[src/rtl/multi_channel_down_timer_pkg.sv]
// Shared encodings for the multi-channel down timer: channel mode values and
// the per-channel state machine encoding.
package multi_channel_down_timer_pkg;

  localparam logic MODE_ONESHOT = 1'b0;
  localparam logic MODE_RELOAD  = 1'b1;

  typedef enum logic {
    ST_IDLE = 1'b0,
    ST_RUN  = 1'b1
  } state_t;

endpackage

[src/rtl/multi_channel_down_timer_if.sv]
// Sequencer-facing bundle of the timer bank: per-channel controls in,
// per-channel count/busy/terminal pulses out.
interface multi_channel_down_timer_if #(
  parameter int WIDTH    = 16,
  parameter int CHANNELS = 4
);

  logic [CHANNELS-1:0]       tick;
  logic [CHANNELS-1:0]       start;
  logic [CHANNELS-1:0]       stop;
  logic [CHANNELS-1:0]       mode;
  logic [CHANNELS*WIDTH-1:0] limit;
  logic [CHANNELS*WIDTH-1:0] count;
  logic [CHANNELS-1:0]       busy;
  logic [CHANNELS-1:0]       tc;
  logic                      tc_any;

  modport master (
    output tick, start, stop, mode, limit,
    input  count, busy, tc, tc_any
  );

  modport slave (
    input  tick, start, stop, mode, limit,
    output count, busy, tc, tc_any
  );

endinterface

[src/rtl/down_timer_channel.sv]
// One timer channel: IDLE/RUN state, down counter and one-cycle terminal
// pulse, with per-edge priority stop > start > tick.
module down_timer_channel
  import multi_channel_down_timer_pkg::*;
#(
  parameter int WIDTH = 16
) (
  input  logic             clk,
  input  logic             reset,
  input  logic             tick_i,
  input  logic             start_i,
  input  logic             stop_i,
  input  logic             mode_i,
  input  logic [WIDTH-1:0] limit_i,
  output logic [WIDTH-1:0] count_o,
  output logic             busy_o,
  output logic             tc_o,
  output logic             tc_next_o
);

  state_t           state_q, state_d;
  logic [WIDTH-1:0] count_q, count_d;
  logic             tc_q, tc_d;

  // A start with a zero limit is treated as if it never arrived, so a
  // tick on the same edge still acts on a running channel.
  always_comb begin
    state_d = state_q;
    count_d = count_q;
    tc_d    = 1'b0;
    if (stop_i) begin
      state_d = ST_IDLE;
      count_d = '0;
    end else if (start_i && (limit_i != '0)) begin
      state_d = ST_RUN;
      count_d = limit_i;
    end else if ((state_q == ST_RUN) && tick_i) begin
      if (count_q != '0) begin
        count_d = count_q - WIDTH'(1);
      end else begin
        tc_d = 1'b1;
        if ((mode_i == MODE_RELOAD) && (limit_i != '0)) begin
          count_d = limit_i;
        end else begin
          state_d = ST_IDLE;
          count_d = '0;
        end
      end
    end
  end

  always_ff @(posedge clk) begin
    if (reset) begin
      state_q <= ST_IDLE;
      count_q <= '0;
      tc_q    <= 1'b0;
    end else begin
      state_q <= state_d;
      count_q <= count_d;
      tc_q    <= tc_d;
    end
  end

  assign count_o   = count_q;
  assign busy_o    = (state_q == ST_RUN);
  assign tc_o      = tc_q;
  assign tc_next_o = tc_d;

endmodule

[src/rtl/multi_channel_down_timer.sv]
// Bank of independent down-counting timers for switch dwell/settle timing;
// tc_any is registered from the channels' next-cycle pulses so it lines up with tc.
module multi_channel_down_timer #(
  parameter int WIDTH    = 16,
  parameter int CHANNELS = 4
) (
  input logic                       clk,
  input logic                       reset,
  multi_channel_down_timer_if.slave bus
);

  logic [CHANNELS-1:0] tc_next;
  logic                tc_any_q;

  for (genvar i = 0; i < CHANNELS; i++) begin : g_ch
    down_timer_channel #(
      .WIDTH(WIDTH)
    ) u_channel (
      .clk      (clk),
      .reset    (reset),
      .tick_i   (bus.tick[i]),
      .start_i  (bus.start[i]),
      .stop_i   (bus.stop[i]),
      .mode_i   (bus.mode[i]),
      .limit_i  (bus.limit[i*WIDTH +: WIDTH]),
      .count_o  (bus.count[i*WIDTH +: WIDTH]),
      .busy_o   (bus.busy[i]),
      .tc_o     (bus.tc[i]),
      .tc_next_o(tc_next[i])
    );
  end

  always_ff @(posedge clk) begin
    if (reset) begin
      tc_any_q <= 1'b0;
    end else begin
      tc_any_q <= |tc_next;
    end
  end

  assign bus.tc_any = tc_any_q;

endmodule

[src/flat_wrapper.sv]
// flat-port wrapper written by rule: the top's interface ports become plain ports
module multi_channel_down_timer_flat 
#(
  parameter int WIDTH    = 16,
  parameter int CHANNELS = 4
)
  (clk, reset, bus_tick, bus_start, bus_stop, bus_mode, bus_limit, bus_count, bus_busy, bus_tc, bus_tc_any);
  multi_channel_down_timer_if #(.WIDTH(WIDTH), .CHANNELS(CHANNELS)) bus_i ();
  input logic clk;
  input logic reset;
  input wire logic [$bits(bus_i.tick)-1:0] bus_tick;
  input wire logic [$bits(bus_i.start)-1:0] bus_start;
  input wire logic [$bits(bus_i.stop)-1:0] bus_stop;
  input wire logic [$bits(bus_i.mode)-1:0] bus_mode;
  input wire logic [$bits(bus_i.limit)-1:0] bus_limit;
  output wire logic [$bits(bus_i.count)-1:0] bus_count;
  output wire logic [$bits(bus_i.busy)-1:0] bus_busy;
  output wire logic [$bits(bus_i.tc)-1:0] bus_tc;
  output wire logic [$bits(bus_i.tc_any)-1:0] bus_tc_any;
  assign bus_i.tick = bus_tick;
  assign bus_i.start = bus_start;
  assign bus_i.stop = bus_stop;
  assign bus_i.mode = bus_mode;
  assign bus_i.limit = bus_limit;
  assign bus_count = bus_i.count;
  assign bus_busy = bus_i.busy;
  assign bus_tc = bus_i.tc;
  assign bus_tc_any = bus_i.tc_any;
  multi_channel_down_timer #(.WIDTH(WIDTH), .CHANNELS(CHANNELS)) u_core (.clk(clk), .reset(reset), .bus(bus_i));
endmodule
[config.mk]
export PLATFORM = sky130hd
export DESIGN_NAME = multi_channel_down_timer_flat
export DESIGN_NICKNAME = d
export VERILOG_FILES = /design/src/rtl/multi_channel_down_timer_pkg.sv /design/src/rtl/multi_channel_down_timer_if.sv /design/src/rtl/down_timer_channel.sv /design/src/rtl/multi_channel_down_timer.sv /design/src/flat_wrapper.sv
export SDC_FILE = /design/constraint.sdc
export NUM_CORES = 1
export LEC_CHECK = 0
export CORE_ASPECT_RATIO = 1.25
export CORE_MARGIN = 4
export CORE_UTILIZATION = 47
export DETAILED_ROUTE_END_ITERATION = 16
export GPL_TIMING_DRIVEN = 0
export PLACE_DENSITY = 0.82
export REMOVE_ABC_BUFFERS = 1
export SKIP_LAST_GASP = 1
export SYNTH_ARGS = -nofsm -noshare
export SYNTH_HDL_FRONTEND = slang
export SYNTH_SLANG_ARGS = --single-unit
[constraint.sdc]
create_clock -name clk -period 3.1 [get_ports clk]
set_input_delay 0.62 -clock clk [delete_from_list [all_inputs] [get_ports clk]]
set_output_delay 0.62 -clock clk [all_outputs]
set_load 0.02 [all_outputs]
==> results.tsv, run 1 <==
stage	metric	value	unit
yosys	yosys_register_bits	73	
die	die_area	11500	um2
die	chipWidth	96.9	um
timing	setup_slack	0.0737	ns
placed_design	dpl.cell_count	849	
yosys	ys_async_sr_fraction	0	
cts	cts_hold_buf	0	
cts	insertion_delay	0.34	ns
placed_design	io_buffers	154	
die	start_util	0.483	
layout	syn2layout_area_growth	40.6	%
layout	fill_cells	838	
layout	diodes	0	
timing	slew_headroom	0.188	
yosys	syn_area	4640	um2
detailed_routing	vias	5540	
timing	maxSlewViolCount	0	
die	fp.coreArea	9610	um2
grt	busiest_layer	met2	
timing	finalSetupTns	0	ns
grt	grt_first_pass_wirelength	26000	um
placed_design	post_dp_cell_area	6210	um2
placed_design	gp_congestion	0.909	
min_path	hp-class	reg2reg	
detailed_routing	first_pass_iters	5	
worst_setup_path	path_class	in2reg	
timing	grt_setup_unrepaired	no	
grt	grt_pass1_vias	5156	
timing	fin_hold_ws	0.497	ns
grt	globalRouteOverflowTotal	0	
worst_setup_path	cp.arrival	3.25	ns
layout	design_area	6530	um2
layout	drive_gt1_frac	0.0499	
timing	max_freq	0.330	GHz
detailed_routing	wl	16500	um
die	pin_count	155	
worst_setup_path	worstRegToRegCells	5	
min_path	whs_path_depth	2	
outcome	status	finished, final reports clean	
die	rows	40	
layout	post-route-util	0.680	
detailed_routing	ant_nets	0	
pwr	irDropWorstVdd	279	uV
yosys	synth_edf_count	0	
cts	clockBufferDepth	2	
timing	fin_crit	3.03	ns
timing	skew	0.00866	ns
yosys	syn_avg_cell_area	7.77	um2
pwr	p_per_area	457	nW/um2
pwr	power	2.99	mW
yosys	ys_warn_count	0	
grt	gr-usage-met2	0.475	
cts	cts_max_level	3	
grt	grt_max_degree	26	
yosys	seq_area_frac_synth	0.315	
cts	cts_root_buf	clkbuf_16	
pwr	power_leakage	2.35	nW
grt	antenna_found_initial	0	
timing	hold_viol	0	
placed_design	dp.final_hpwl	12300	um
detailed_routing	drt_iter0_markers	339	
timing	finalSetupViolCount	0	
die	die_h	119	um
detailed_routing	vias_per_cell	6.39	
placed_design	place_ws	-0.572	ns
detailed_routing	wl_per_cell	19.0	um
layout	finalNonFillerCells	867	
cts	cts_buffers	9	
yosys	synth.distinct_cells	63	
timing	min_period_over_period	0.976	
yosys	syn_inst	598	
grt	groute.usage.overall	0.271	
yosys	synthFlopType	dfxtp_1	
cts	clk_pin_slew	0.06	ns
grt	grt.met1_usage	0.329	
worst_setup_path	end_kind	register	
layout	final_nets	826	
cts	cts_tree	built	
worst_setup_path	worstPathRequired	3.32	ns
worst_setup_path	path_max_fanout	7	
grt	grt_use_met3	0.0533	
detailed_routing	drc	0	
job	cap_violations	0	
worst_setup_path	crit_path_start_kind	primary input	
cts	cts.sinks	73	
timing	tightest_slew	1.21	ns
==> metal layers <==
metal,routed length (um),share of wire,vias to the layer above
met5,0,0,-
met1,6590,0.40,2614
met2,8290,0.50,271
li1,-,-,2616
met3,1190,0.072,39
met4,412,0.025,0
==> final timing paths <==
check,startpoint,to,slack [ns]
worst min register to register,u_core.g_ch[1].u_channel.busy_o$_SDFFE_PP0P_,u_core.g_ch[1].u_channel.busy_o$_SDFFE_PP0P_,0.50
worst max register to register,u_core.g_ch[0].u_channel.count_o[7]$_SDFFE_PP0P_,u_core.g_ch[0].u_channel.count_o[9]$_SDFFE_PP0P_,0.14
worst min-delay path,u_core.g_ch[1].u_channel.busy_o$_SDFFE_PP0P_,u_core.g_ch[1].u_channel.busy_o$_SDFFE_PP0P_,0.50
worst max-delay path,bus_limit[27],u_core.g_ch[1].u_channel.count_o[3]$_SDFFE_PP0P_,0.07
==> registers in the layout, summed over array words and instances (netlist names) <==
signal / count
u_core.bus.tc_any: 1
u_core.g_ch.u_channel.tc_o: 4
u_core.g_ch.u_channel.busy_o: 4
u_core.g_ch.u_channel.count_o: 64
==> report_power, final <==
part / internal, mW / total (mW) / switching [mW]
clock network: 0.606 / 1.01 / 0.400
logic: 0.392 / 0.938 / 0.546
registers: 0.982 / 1.04 / 0.0605
total: 1.98 / 2.99 / 1.01
==> synthesized netlist by cell type (all sizes together), types with 7 or more instances <==
library cell	count	area, um2
o21ai	63	315
ha	8	100
nor2	47	176
inv	15	56.3
buf	13	95.1
o31ai	8	60.1
and2	10	62.6
a22o	7	61.3
a22oi	8	60.1
a32o	20	200
or4	15	120
nor4	33	221
nand2	50	188
a21oi	43	215
nand2b	8	50.1
o2bb2ai	12	105
nand3	32	160
clkbuf	17	63.8
nor3	32	160
dfxtp	73	1460
o41ai	9	124
==> critical path, stage by stage <==
cell and delay (ns):
clkdlybuf4s50_1 0.45, or4_1 0.63, o41ai_4 0.53, nand2_1 0.25
and2_1 0.32, a222oi_1 0.38, nor2_1 0.07
==> area by class of cell <==
| type | instances | area, um2 | share of cell area |
|---|---|---|---|
| well taps | 126 | 158 | 0.0241 |
| repair buffers | 157 | 1570 | 0.241 |
| multi-input cells | 480 | 2990 | 0.458 |
| inverters | 15 | 56.3 | 0.00862 |
| clock buffers | 12 | 267 | 0.0408 |
| clock inverters | 4 | 26.3 | 0.00402 |
| flip-flops and latches | 73 | 1460 | 0.224 |
==> cell usage in the layout, fill, tap and decap left out, types with 9 or more instances in the layout <==
master / count
a21oi_1: 42
a32o_1: 20
clkbuf_16: 9
clkdlybuf4s50_1: 154
dfxtp_1: 73
inv_1: 15
nand2_1: 50
nand3_1: 32
nor2_1: 47
nor3_1: 32
nor4_1: 31
o21ai_0: 62
o2bb2ai_1: 12
or4_1: 13
==> cells by family (layout without fill, tap and decap cells) <==
group	Yosys count	after routing	synth area share
AO/OA/AOI/OAI	211	211	0.318
buffers and inverters	45	188	0.0463
adder cells (fa/ha/maj)	8	8	0.0216
AND/OR/NAND/NOR	255	255	0.288
XOR/XNOR	6	6	0.0113
flip-flops	73	73	0.315
==> what timing repair did <==
action	in CTS	in global routing
hold endpoints to repair	0	0
pin swaps	1	0
gates resized for setup	1	3
buffers inserted	2	0
endpoints found under the setup margin	5	17
Note: power is estimated with default switching activity, not from simulation.
==> run 2: changes to the inputs <==
==> constraint.sdc (replaced) <==
create_clock -name clk -period 3.1 [get_ports clk]
set_input_delay 0.93 -clock clk [delete_from_list [all_inputs] [get_ports clk]]
set_output_delay 0.93 -clock clk [all_outputs]
set_load 0.02 [all_outputs]
==> results.tsv, run 2 (same netlist as run 1, synthesis figures left out) <==
stage	metric	value	unit
outcome	status	finished, final reports clean	
detailed_routing	drt_iter0_markers	323	
die	die_area	11500	um2
layout	design_area	6660	um2
detailed_routing	wl	16700	um
timing	min_period_over_period	0.989	
detailed_routing	first_pass_iters	5	
timing	tightest_slew	1.27	ns
pwr	p_comb_frac	0.321	
cts	cts_hold_buf	0	
worst_setup_path	path_max_fanout	9	
pwr	p_int	2.00	mW
worst_setup_path	slowest_stage	or4_4	
detailed_routing	vias	5618	
timing	slew_headroom	0.148	
pwr	pwr-share-seq	0.345	
worst_setup_path	slowest_delay	0.58	ns
min_path	hp-class	reg2reg	
worst_setup_path	crit_path_start_kind	primary input	
grt	groute.usage.overall	0.271	
worst_setup_path	end_kind	register	
placed_design	dp.final_hpwl	12300	um
die	start_util	0.483	
worst_setup_path	reg2reg_slack	0.12	ns
timing	finalSetupTns	0	ns
grt	grt.met1_usage	0.329	
detailed_routing	ant_nets	0	
detailed_routing	wl_per_cell	19.1	um
layout	drive_gt1_frac	0.0748	
timing	max_freq	0.326	GHz
layout	diodes	0	
die	chipWidth	96.9	um
die	fp.coreArea	9610	um2
cts	insertion_delay	0.34	ns
layout	syn2layout_area_growth	43.3	%
die	die_h	119	um
die	rows	40	
grt	grt_use_met3	0.0533	
timing	hold_viol	0	
layout	fill_cells	814	
pwr	p_sw	1.03	mW
timing	skew	0.00837	ns
grt	globalRouteOverflowTotal	0	
placed_design	io_buffers	154	
pwr	power_leakage	2.41	nW
cts	cts_tree	built	
detailed_routing	vias_per_cell	6.42	
layout	layout_commonest_cell	clkdlybuf4s50_1	
cts	cts_buffers	9	
cts	clk_pin_slew	0.06	ns
grt	gr-usage-met2	0.476	
cts	cts_root_buf	clkbuf_16	
grt	grt_first_pass_wirelength	26100	um
worst_setup_path	cp.arrival	3.32	ns
pwr	clkPwrFrac	0.335	
worst_setup_path	worstRegToRegCells	5	
grt	grt_max_degree	26	
timing	fin_crit	3.07	ns
placed_design	post_dp_cell_area	6210	um2
cts	clockBufferDepth	2	
worst_setup_path	worstPathRequired	3.36	ns
min_path	whs_path_depth	2	
placed_design	gp_congestion	0.909	
pwr	p_per_area	454	nW/um2
layout	final_cell_mix	154 x clkdlybuf4s50_1, 73 x dfxtp_1, 61 x o21ai_0	
pwr	irDropWorstVdd	279	uV
die	pin_count	155	
detailed_routing	drc	0	
pwr	p_sw_frac	0.339	
cts	cts.sinks	73	
timing	finalSetupViolCount	0	
worst_setup_path	path_cells	clkdlybuf4s50_1 > or4_4 > o41ai_4 > buf_4 > buf_6 > o31ai_2 > or3_1 > a31oi_1	
timing	grt_setup_unrepaired	no	
grt	grt_pass1_vias	5174	
worst_setup_path	path_class	in2reg	
grt	antenna_found_initial	0	
layout	largest_reg_flops	64	
timing	maxSlewViolCount	0	
cts	cts_max_level	3	
job	cap_violations	0	
timing	fin_hold_ws	0.494	ns
layout	final_nets	834	
grt	busiest_layer	met2	
-- run 2: path summary, 6_finish.rpt --
check	start	end
max	bus_limit[26]	u_core.g_ch[1].u_channel.count_o[7]$_SDFFE_PP0P_
max reg2reg	u_core.g_ch[0].u_channel.count_o[7]$_SDFFE_PP0P_	u_core.g_ch[0].u_channel.count_o[9]$_SDFFE_PP0P_
min reg2reg	u_core.g_ch[1].u_channel.busy_o$_SDFFE_PP0P_	u_core.g_ch[1].u_channel.busy_o$_SDFFE_PP0P_
min	u_core.g_ch[1].u_channel.busy_o$_SDFFE_PP0P_	u_core.g_ch[1].u_channel.busy_o$_SDFFE_PP0P_
-- run 2: final cells by class --
type	count	area [um2]	share of cell area
flip-flops and latches	73	1460	0.220
multi-input cells	480	3050	0.459
clock inverters	4	26.3	0.00395
clock buffers	12	267	0.0400
well taps	126	158	0.0237
inverters	15	56.3	0.00846
repair buffers	165	1640	0.246
-- run 2: power groups by stage --
stage	registers [mW]	clock network, mW	logic [mW]
after CTS	1.04	1.02	0.927
after global placement	1.06	0	0.886
final	1.04	1.01	0.969
after floorplan	1.10	0	0.504
after detailed placement	1.06	0	0.912
after global routing	1.05	1.06	1.05
-- run 2: critical path, delay by kind of cell --
family | cells | cell delay [ns]
buffers and inverters | 3 | 0.79
AOI/OAI and AO/OA | 3 | 0.65
and+or+nand+nor | 2 | 0.97
-- run 2: repair_timing --
item,CTS,global route
endpoints found under the setup margin,31,25
resized for setup,7,14
pin swaps,1,5
setup buffers,3,7
-- run 2: through the flow --
stage           util  total power [mW]  setup slack (ns)  instances
6_report       0.693              3.02            0.0340        875
5_1_grt        0.693              3.16            0.0122        875
4_1_cts        0.681              2.99           -0.0771        868
3_5_place_dp   0.646              1.97            -0.882        849
3_3_place_gp   0.644              1.94            -0.906        848
2_1_floorplan      -              1.60           -0.0327        568
-- run 2: routing by layer --
metal  vias to the layer above  routed length (um)
li1                       2632                   -
met1                      2655                6650
met2                       293                8390
met3                        38                1260
met4                         0                 432
met5                         -                   0
==> run 3: changes to the inputs <==
CORE_MARGIN = unset   (was 4)
==> results.tsv, run 3 (same netlist as run 1, synthesis figures left out) <==
stage	metric	value	unit
outcome	status	finished, final reports clean	
grt	grt_pass1_vias	5229	
timing	grt_setup_unrepaired	yes	
timing	hold_viol	0	
min_path	hp-class	reg2reg	
layout	finalNonFillerCells	870	
placed_design	dp.final_hpwl	11700	um
layout	largest_reg_flops	64	
cts	cts_buffers	9	
layout	fill_cells	812	
detailed_routing	vias_per_cell	6.36	
timing	finalSetupTns	0	ns
pwr	p_comb_frac	0.304	
pwr	pwr-share-seq	0.333	
detailed_routing	vias	5529	
worst_setup_path	worstSetupStartpoint	bus_limit[21]	
placed_design	io_buffers	154	
grt	globalRouteOverflowTotal	0	
detailed_routing	ant_nets	0	
timing	finalSetupViolCount	0	
detailed_routing	drc	0	
pwr	irDropWorstVdd	333	uV
timing	tightest_slew	1.24	ns
worst_setup_path	end_kind	register	
job	cap_violations	0	
cts	clockBufferDepth	2	
die	chipWidth	90.9	um
die	die_h	113	um
placed_design	post_dp_cell_area	6210	um2
cts	cts_root_buf	clkbuf_16	
pwr	p_sw_frac	0.321	
layout	syn2layout_area_growth	42.6	%
timing	fin_crit	3.10	ns
detailed_routing	first_pass_iters	5	
cts	cts.sinks	73	
pwr	p_sw	1.00	mW
timing	min_period_over_period	0.999	
pwr	power_leakage	2.39	nW
worst_setup_path	path_max_fanout	10	
layout	drive_gt1_frac	0.0645	
min_path	whs_path_depth	2	
worst_setup_path	worstPathRequired	3.32	ns
pwr	clkPwrFrac	0.363	
die	start_util	0.483	
cts	insertion_delay	0.33	ns
layout	layout_commonest_cell	clkdlybuf4s50_1	
cts	cts_max_level	3	
timing	max_freq	0.323	GHz
die	rows	40	
die	fp.coreArea	9610	um2
cts	clk_pin_slew	0.06	ns
grt	groute.usage.overall	0.300	
worst_setup_path	path_class	in2reg	
layout	design_area	6630	um2
layout	final_nets	829	
pwr	p_per_area	472	nW/um2
detailed_routing	drt_iter0_markers	349	
die	die_area	10300	um2
worst_setup_path	r2r-start	u_core.g_ch[0].u_channel.count_o[7]$_SDFFE_PP0P_	
grt	grt_max_degree	24	
worst_setup_path	crit_path_start_kind	primary input	
grt	antenna_found_initial	0	
detailed_routing	wl	15700	um
die	pin_count	155	
timing	skew	0.00810	ns
placed_design	gp_congestion	0.960	
timing	maxSlewViolCount	0	
grt	grt_first_pass_wirelength	25100	um
timing	fin_hold_ws	0.494	ns
worst_setup_path	cp.arrival	3.32	ns
worst_setup_path	worstRegToRegCells	5	
timing	slew_headroom	0.173	
min_path	hp-start	u_core.g_ch[1].u_channel.busy_o$_SDFFE_PP0P_	
cts	cts_tree	built	
layout	final_cell_mix	154 x clkdlybuf4s50_1, 73 x dfxtp_1, 61 x o21ai_0	
layout	diodes	0	
cts	cts_hold_buf	0	
detailed_routing	wl_per_cell	18.1	um
pwr	p_int	2.13	mW
placed_design	dpl.cell_count	849	
run 3: cell types whose count changed in the layout (fill, tap and decap cells not counted), moves of 2 or more:
cell	previous run	this run
bufinv_16	0	2
buf_4	9	5
nor4_1	28	30
nor4_2	4	2
run 3: layout make-up:
cell class	instances	area, um2	area share
timing repair buffer	160	1590	0.241
multi-input combinational	480	3030	0.457
tap	126	158	0.0238
sequential	73	1460	0.221
clock inverter	5	77.6	0.0117
clock buffer	11	253	0.0381
inverter	15	56.3	0.00850
run 3: layer usage:
layer / part of all wire / vias to the layer above / GRT usage / wire, um
met5: 0 / - / 0 / 0
met4: 0.030 / 0 / 0.130 / 476
met3: 0.082 / 54 / 0.0645 / 1290
met2: 0.50 / 293 / 0.525 / 7830
li1: - / 2631 / - / -
met1: 0.39 / 2551 / 0.352 / 6140
run 3: stage by stage:
stage               setup slack (ns)  utilization  power, mW
floorplan                    -0.0327            -       1.60
global placement              -0.934        0.644       1.94
detailed placement            -0.910        0.646       1.97
CTS                           -0.104        0.685       3.12
global route                 -0.0696        0.689       3.28
finish                       0.00454        0.689       3.13
run 3: power groups by stage:
stage	combinational, mW	clock (mW)	sequential [mW]
2_1_floorplan	0.504	0	1.10
3_3_place_gp	0.882	0	1.06
3_5_place_dp	0.911	0	1.06
4_1_cts	0.922	1.16	1.04
5_1_grt	1.03	1.20	1.05
6_report	0.951	1.14	1.04
run 3: final timing paths:
check / end / slack, ns
worst max-delay path: u_core.g_ch[1].u_channel.count_o[3]$_SDFFE_PP0P_ / 0.005
worst min-delay path: u_core.g_ch[1].u_channel.busy_o$_SDFFE_PP0P_ / 0.49
worst max register to register: u_core.g_ch[0].u_channel.count_o[9]$_SDFFE_PP0P_ / 0.10
worst min register to register: u_core.g_ch[1].u_channel.busy_o$_SDFFE_PP0P_ / 0.49
run 3: critical path, stage by stage:
cell	delay [ns]
clkdlybuf4s50_1	0.44
or4_4	0.57
o41ai_2	0.54
o41ai_4	0.21
and2_4	0.22
a222oi_1	0.33
nor2_1	0.06
run 3: what timing repair did:
action | in CTS | in global routing
gates resized for setup | 3 | 13
setup endpoints to repair | 30 | 38
buffers inserted | 4 | 1
pin swaps | 1 | 4
==> variant (settings of run 1) <==
`CHANNELS` is set to 4 in 3 places; all go to 6.
--- a/src/rtl/multi_channel_down_timer_if.sv
+++ b/src/rtl/multi_channel_down_timer_if.sv
@@ -3,5 +3,5 @@
 interface multi_channel_down_timer_if #(
   parameter int WIDTH    = 16,
-  parameter int CHANNELS = 4
+  parameter int CHANNELS = 6
 );
 
--- a/src/rtl/multi_channel_down_timer.sv
+++ b/src/rtl/multi_channel_down_timer.sv
@@ -3,5 +3,5 @@
 module multi_channel_down_timer #(
   parameter int WIDTH    = 16,
-  parameter int CHANNELS = 4
+  parameter int CHANNELS = 6
 ) (
   input logic                       clk,
--- a/src/flat_wrapper.sv
+++ b/src/flat_wrapper.sv
@@ -3,5 +3,5 @@
 #(
   parameter int WIDTH    = 16,
-  parameter int CHANNELS = 4
+  parameter int CHANNELS = 6
 )
   (clk, reset, bus_tick, bus_start, bus_stop, bus_mode, bus_limit, bus_count, bus_busy, bus_tc, bus_tc_any);
Interface: changed (8 resized); port bits go from 155 to 231. No check against the original RTL was run, so the function may have changed too.
==> variant against run 1 <==
- hold slack got worse by 0.028 ns
- design area is 47% higher
- utilization is 1.2 points lower
- total power up 38%
- area after synthesis grew 49%
- final cell count increased by 49%
- first-iteration DRC count rose to 2.5 times the old value
- die area increased by 45%
- routed wire length grew 44%
- critical path depth rose by 1
- sequential cell count rose by 36
- worst setup slack better by 0.15 ns
- largest cell class unchanged
- largest power group unchanged
- highest routed layer unchanged
==> variant: results (changes against run 1) <==
run status completed; Syn Inst Count 912 (+53%); sequential share of the synthesized area 31.6% (+0.12 points); post-CTS setup buffer count 0 (-2); Slew headroom 27.6% (+8.8 points); Worst Setup EP u_core.g_ch[3].u_channel.count_o[9]$_SDFFE_PP0P_; Peak VDD IR 0.319 mV (+14%); pre-CTS setup slack -0.667 ns (-0.0951 ns); minimum setup slack among reg-to-reg paths 0.23 ns (+0.09 ns); post-synthesis cell area 6910 um2 (+49%); Final Util 66.7% (-1.2 points); Detailed Route WL 23800 um (+44%); Overall Global Routing Usage 27.1% (about the same); starting DRC count in detailed routing 852 (+150%); worst setup path startpoint u_core.g_ch[3].u_channel.count_o[0]$_SDFFE_PP0P_; largest net degree at the start of global routing 47 (+81%); CP max FO 12 (+5); met2 wire length 11300 um (+36%); top post-synthesis cells by area dfxtp_1 32%, o21ai_0 6.4%, nand2_1 4.8%; GP Congestion 0.982 (+8.0%); static leakage 3.48 nW (+48%); fin cells 1295 (+49%); ClkCell Share 3.38% (-1.1 points); wl on met1 9330 um (+42%); HP Start u_core.g_ch[2].u_channel.count_o[15]$_SDFFE_PP0P_; Nets 1247 (+51%); invs w/o clock 27 (+12); bufs w/o clock 240 (+53%); met1 Track Usage GR 32.5% (-0.41 points); placed cell areas 9210 um2 (+48%); metal3 WL 2410 um (+100%); Avg Vias per Cell 6.34 (-0.82%)
## variant: changes by cell type after synthesis, sizes merged, moves of 23 or more
cell / before / now
nand2: 50 / 88
dfxtp: 73 / 109
nor2: 47 / 77
o21ai: 63 / 92
nor3: 32 / 55
## variant: worst register-to-register path: cells and delay by family, from the launching register on
| kind | cells | cell delay [ns] |
|---|---|---|
| flip-flops | 1 | 0.37 |
| AO/OA/AOI/OAI | 2 | 0.19 |
| AND/OR/NAND/NOR | 4 | 1.97 |
| adder cells (fa/ha/maj) | 1 | 0.14 |
| buffers and inverters | 1 | 0.10 |
## variant: kinds of logic (layout without fill, tap and decap cells)
family	after synthesis	after routing	synth area share (%)
flip-flops	109	109	31.6
buffers and inverters	77	282	5.25
adder cells (fa/ha/maj)	12	12	2.17
AND/OR/NAND/NOR	417	417	31.5
AO/OA/AOI/OAI	281	281	27.4
XOR/XNOR	13	13	1.65
multiplexers	3	3	0.471
